<file path="src/rtl/phone_capture_pkg.sv">
// Shared types and widths for the phone input-capture stage.
//   state_t  : debounce FSM states
//   PHONE_W  : width of the raw phone pin bus
//   BUS_W    : width of the writeback-mux data path
//   bit_rev  : maps pin order (bit i = in_i) to mux order (bit 7-i = in_i)
package phone_capture_pkg;

  localparam int unsigned PHONE_W = 8;
  localparam int unsigned BUS_W   = 16;

  typedef enum logic {
    ST_STABLE   = 1'b0,
    ST_SETTLING = 1'b1
  } state_t;

  function automatic logic [PHONE_W-1:0] bit_rev(input logic [PHONE_W-1:0] v);
    logic [PHONE_W-1:0] r;
    r = '0;
    for (int i = 0; i < int'(PHONE_W); i++) begin
      r[int'(PHONE_W) - 1 - i] = v[i];
    end
    return r;
  endfunction

endpackage

</file>
<file path="src/rtl/phone_capture_sync2.sv">
// Two-flop synchronizer for asynchronous board inputs.
//   clk : destination clock
//   rst : asynchronous active-low reset, clears both stages
//   i_d : asynchronous input bus
//   o_q : synchronized bus, two edges behind i_d
module phone_capture_sync2 #(
  parameter int unsigned W = 8
) (
  input  logic         clk,
  input  logic         rst,
  input  logic [W-1:0] i_d,
  output logic [W-1:0] o_q
);

  logic [W-1:0] r_s1;
  logic [W-1:0] r_s2;

  always_ff @(posedge clk or negedge rst) begin
    if (!rst) begin
      r_s1 <= '0;
      r_s2 <= '0;
    end else begin
      r_s1 <= i_d;
      r_s2 <= r_s1;
    end
  end

  assign o_q = r_s2;

endmodule

</file>
<file path="src/rtl/phone_capture.sv">
// Phone pin capture: synchronize, debounce and hold each settled pin value
// for the control FSM behind a valid/ack handshake.
//   clk      : system clock
//   rst      : asynchronous active-low reset
//   in_pins  : raw phone pins (bit i = in_i), asynchronous to clk
//   ack      : one-cycle pulse, data_out consumed
//   data_out : {8'h00, bit-reversed settled value}
//   valid    : unread value held in data_out
//   overrun  : sticky, an unread value was overwritten
//   busy     : a pin change is currently settling
module phone_capture
  import phone_capture_pkg::*;
#(
  parameter int unsigned DEBOUNCE_CYCLES = 50000,
  parameter int unsigned CNT_W           = 16
) (
  input  logic               clk,
  input  logic               rst,
  input  logic [PHONE_W-1:0] in_pins,
  input  logic               ack,
  output logic [BUS_W-1:0]   data_out,
  output logic               valid,
  output logic               overrun,
  output logic               busy
);

  localparam logic [CNT_W-1:0] CNT_LAST = CNT_W'(DEBOUNCE_CYCLES - 1);

  logic [PHONE_W-1:0] w_s2;
  logic               w_commit;

  state_t             r_state;
  logic [PHONE_W-1:0] r_cand;
  logic [PHONE_W-1:0] r_stable;
  logic [CNT_W-1:0]   r_cnt;
  logic [BUS_W-1:0]   r_data;
  logic               r_valid;
  logic               r_overrun;
  logic               r_busy;

  phone_capture_sync2 #(
    .W (PHONE_W)
  ) u_sync2 (
    .clk (clk),
    .rst (rst),
    .i_d (in_pins),
    .o_q (w_s2)
  );

  // Settle window completes with the candidate held; a bounce back to the
  // old value completes the window too but is not a new value.
  assign w_commit = (r_state == ST_SETTLING) && (w_s2 == r_cand) &&
                    (r_cnt == CNT_LAST) && (r_cand != r_stable);

  // Debounce FSM, settle counter and capture/handshake register.
  always_ff @(posedge clk or negedge rst) begin
    if (!rst) begin
      r_state   <= ST_STABLE;
      r_cand    <= '0;
      r_stable  <= '0;
      r_cnt     <= '0;
      r_data    <= '0;
      r_valid   <= 1'b0;
      r_overrun <= 1'b0;
      r_busy    <= 1'b0;
    end else begin
      case (r_state)
        ST_STABLE: begin
          if (w_s2 != r_stable) begin
            r_cand  <= w_s2;
            r_cnt   <= '0;
            r_state <= ST_SETTLING;
            r_busy  <= 1'b1;
          end
        end
        ST_SETTLING: begin
          if (w_s2 != r_cand) begin
            // Bus moved again: restart the settle window on the new value.
            r_cand <= w_s2;
            r_cnt  <= '0;
          end else if (r_cnt == CNT_LAST) begin
            r_stable <= r_cand;
            r_state  <= ST_STABLE;
            r_busy   <= 1'b0;
          end else begin
            r_cnt <= r_cnt + CNT_W'(1);
          end
        end
        default: begin
          r_state <= ST_STABLE;
          r_busy  <= 1'b0;
        end
      endcase

      if (w_commit) begin
        r_data  <= {{(BUS_W - PHONE_W){1'b0}}, bit_rev(r_cand)};
        r_valid <= 1'b1;
        // An ack on the commit edge consumed the old value, so no overrun.
        r_overrun <= r_overrun ? !ack : (r_valid && !ack);
      end else if (ack && r_valid) begin
        r_valid   <= 1'b0;
        r_overrun <= 1'b0;
      end
    end
  end

  assign data_out = r_data;
  assign valid    = r_valid;
  assign overrun  = r_overrun;
  assign busy     = r_busy;

endmodule
</file>
<file path="config.mk">
export PLATFORM = sky130hd
export DESIGN_NAME = phone_capture
export DESIGN_NICKNAME = d
export VERILOG_FILES = /design/src/rtl/phone_capture_pkg.sv /design/src/rtl/phone_capture_sync2.sv /design/src/rtl/phone_capture.sv
export SDC_FILE = /design/constraint.sdc
export NUM_CORES = 1
export LEC_CHECK = 0
export BUFFER_PORTS_ARGS = -buffer_cell sky130_fd_sc_hd__buf_2
export CELL_PAD_IN_SITES_DETAIL_PLACEMENT = 1
export CELL_PAD_IN_SITES_GLOBAL_PLACEMENT = 1
export CORE_MARGIN = 2
export CORE_UTILIZATION = 43
export CTS_BUF_LIST = sky130_fd_sc_hd__clkbuf_2
export DETAILED_ROUTE_END_ITERATION = 8
export GPL_ROUTABILITY_DRIVEN = 0
export PLACE_DENSITY_LB_ADDON = 0.1
export SYNTH_ARGS = -nofsm -noshare
export SYNTH_HDL_FRONTEND = slang
export SYNTH_SLANG_ARGS = --single-unit
</file>
<file path="constraint.sdc">
create_clock -name clk -period 3.75 [get_ports clk]
set_input_delay 0 -clock clk [delete_from_list [all_inputs] [get_ports clk]]
set_output_delay 0 -clock clk [all_outputs]
set_load 0.01 [all_outputs]
</file>
==> summary.txt <==
Power
  • Switching Fraction: between 20% and 30%
  • Power Density: approximately 360 nW/um^2
  • Sw Pwr: approximately 0.29 mW
  • Lkg Pwr: 1.40 nW
  • Int Power: 0.837 mW
  • Clock network power share: 34.8%
  • Register share of total power: about three fifths
  • Comb pwr share: around 5.4%
  • Worst ir drop on vdd: 198 uV

STA
  • Slew margin rel.: 36.2%
  • RSZ-0062 raised after global routing: false
  • Post-route minimum period: around 2.3 ns
  • Fmax: approximately 0.43 GHz
  • Final Hold Viols: 0
  • Final worst clock skew: between 0.02 and 0.025 ns
  • Worst Max-Slew Pin Slew: ~0.95 ns
  • TNS Setup: 0 ns
  • Final period util: between 60% and 70%
  • Slew Viols, Final: 0
  • Setup violators final: 0

Setup path
  • Crit-path slowest cell: or4b_1
  • Worst-path cell chain: ha_1, nand4b_1, nor4_4, or4b_1, nand2_1, nand2_1
  • Top delay family on crit path: simple AND/OR/NAND/NOR gates
  • Worst Setup End Kind: flip-flop
  • WP data arrival: about 2.8 ns
  • Type of origin of the critical path: flip-flop
  • Sum of buffers and inverters on the critical path: 0
  • Cell mode on critical path: nand2_1
  • Worst path required time: 4.17 ns
  • CP Class: reg -> reg
  • Worst path max stage delay: about 0.68 ns
  • CP Max Fanout: 9

Clock network
  • Clock Pin Slew Worst Setup and Hold Paths: between 0.15 and 0.2 ns
  • Clk sink count: 60
  • CTS Root Cell: clkbuf_2
  • Postcts setup bufs: 0
  • Clock Path Buffers: 2
  • Clock Latency Late Sink: 0.52 ns
  • Htree depth: 3
  • Num CTS Buffers: 9
  • CTS tree: yes

Route
  • First drt pass iteration count: 4
  • Total wire length: approximately 6 mm
  • DR vias/cell: 5.34
  • DR WL/cell: approximately 17 microns
  • Routed Antenna Nets: 0
  • Via Count: 1988
  • Starting DRC count in detailed routing: 74
  • Drt drc: 0

Yosys
  • Mapped Area: roughly 2800 sq um
  • Mapped Cells: 251
  • Distinct cells, synth: 43
  • Syn Area/Cell: between 10 and 15 sq um
  • Yosys warnings: 0
  • Synth Register Bits: 60
  • Register area share after synthesis: between 50% and 60%

Global route
  • Initial antenna violation count: 0
  • Vias in the first global route: 2062
  • First-pass GRT wire length: approximately 11 mm
  • Overflow after GRT: 0
  • Largest net degree at the start of global routing: 41
  • Total track usage: between 15 and 20%

Job
  • Max-Cap Viols: 0

Floorplan
  • # rows: 29
  • Die width: about 84 microns
  • Die H: ~84 microns
  • IO Pins: 30
  • Starting Density: 44.2%
  • Std-Cell Core Area: around 6300 sq um
  • Die area: approximately 7100 sq um

Finish
  • Most common cell after layout, fill and taps aside: dfrtp_1
  • Antenna fix cells: 0
  • Most frequent cells in the layout: 60 x dfrtp_1, 47 x nand2_1, 21 x buf_2
  • Area growth syn-to-layout: 13.5%
  • Post-Layout Cell Count: about 370
  • Final instance area: 3150 sq um
  • Nets: ~300
  • Layout cells sized above 1: about a fifth

Placed design
  • IO Port Bufs: 21
  • DP Area: approximately 2900 sq um
  • Dpl cells: 346
  • DP HPWL: 4.12 mm

Run status
  • Status: completed

Worst hold path
  • Min-Delay Path Class: in -> async
-- through the flow --
step | hold slack, ns | utilization (%) | setup slack (ns) | power, mW
CTS | 0.0507 | 50.2 | 1.38 | 1.15
finish | 0.104 | 50.2 | 1.41 | 1.13
global route | 0.0640 | 50.2 | 1.26 | 1.18
detailed placement | -0.0143 | 46.8 | 1.43 | 0.739
floorplan | -0.296 | - | 1.82 | 0.717
global placement | -0.0165 | 46.8 | 1.49 | 0.738
-- what timing repair did --
| action | 4_1_cts | 5_1_grt |
|---|---|---|
| endpoints found under the hold margin | 70 | 0 |
| hold buffers | 11 | 0 |
| endpoints found under the setup margin | 0 | 0 |
| resized for setup | 0 | 0 |
-- worst paths after layout --
path / start / to / slack (ns) / cells after the start
max: r_cnt[0] / r_stable[4] / 1.41 / 6
min: rst / u_sync2.o_q[0] / 0.10 / 3
max reg2reg: r_cnt[0] / r_stable[4] / 1.41 / 6
min reg2reg: u_sync2.r_s1[3] / u_sync2.o_q[3] / 0.37 / 0
max in group asynchronous: rst / u_sync2.o_q[1] / 2.42 / 3
min in group clk: in_pins[7] / u_sync2.r_s1[7] / 0.11 / 2
-- power by group through the flow --
stage / clock network (mW) / logic (mW) / registers [mW]
after floorplan: 0 / 0.0340 / 0.683
after global placement: 0 / 0.0512 / 0.687
after detailed placement: 0 / 0.0518 / 0.688
after CTS: 0.410 / 0.0621 / 0.676
after global routing: 0.435 / 0.0675 / 0.678
final: 0.392 / 0.0603 / 0.675
-- worst min-delay path, delay by kind of cell --
family,cells,cell delay (ns)
buffers and inverters,3,1.09
-- logic make-up after synthesis --
family / synth area share (%)
XOR/XNOR: 8.21
AND/OR/NAND/NOR: 18.9
AO/OA/AOI/OAI: 7.35
buffers and inverters: 4.01
adder cells (fa/ha/maj): 0.451
flip-flops: 54.1
multiplexers: 6.77
other: 0.135
-- synthesized netlist by cell type --
master / number / area share, %
dfrtp_1: 60 / 54
nand2_1: 47 / 6.4
xnor2_1: 17 / 5.4
mux2_2: 14 / 5.7
a21oi_1: 9 / 1.6
buf_4: 9 / 2.4
xor2_1: 9 / 2.8
o21ai_0: 8 / 1.4
nor2_1: 7 / 0.95
a31oi_1: 6 / 1.4
nand4_1: 6 / 1.4
nor4_1: 5 / 1.1
inv_1: 4 / 0.54
nand3_1: 4 / 0.72
nor3_1: 4 / 0.72
a22o_1: 3 / 0.95
and3_1: 3 / 0.68
mux2i_1: 3 / 1.1
nand4b_1: 3 / 0.95
a41oi_1: 2 / 0.63
buf_2: 2 / 0.36
clkbuf_1: 2 / 0.27
nand2b_1: 2 / 0.45
nor4bb_1: 2 / 0.72
o22ai_1: 2 / 0.45
a21o_1: 1 / 0.27
buf_6: 1 / 0.41
conb_1: 1 / 0.14
ha_1: 1 / 0.45
nand2_2: 1 / 0.23
nand3_4: 1 / 0.63
nand4bb_1: 1 / 0.41
nor2b_1: 1 / 0.23
nor3_4: 1 / 0.59
nor4_2: 1 / 0.45
nor4_4: 1 / 0.77
nor4b_1: 1 / 0.32
o21ai_2: 1 / 0.32
o2bb2ai_1: 1 / 0.32
or3_1: 1 / 0.23
or3_4: 1 / 0.41
or3b_1: 1 / 0.32
or4b_1: 1 / 0.36
-- area by class of cell --
class                      count  area, sq um
sequential                    60         1500
inverter                       4         15.0
clock buffer                  10         50.0
multi-input combinational    180         1190
timing repair buffer          36          245
fill                         695         3130
clock inverter                 5         53.8
tap                           77         96.3
-- state kept, by name, indices dropped and copies added (netlist names) --
name          cells
valid             1
overrun           1
data_out          8
r_cand            8
u_sync2.r_s1      8
u_sync2.o_q       8
r_state           1
r_stable          8
r_cnt            16
busy              1
-- metal layers --
| metal | vias to the layer above | global-route usage [%] | share of wire, % |
|---|---|---|---|
| li1 | 946 | - | - |
| met1 | 989 | 25.7 | 48 |
| met2 | 41 | 29.6 | 46 |
| met3 | 12 | 6.78 | 4.0 |
| met4 | 0 | 7.77 | 1.8 |
| met5 | - | 0 | 0 |
Note: power is estimated with default switching activity, not from simulation.
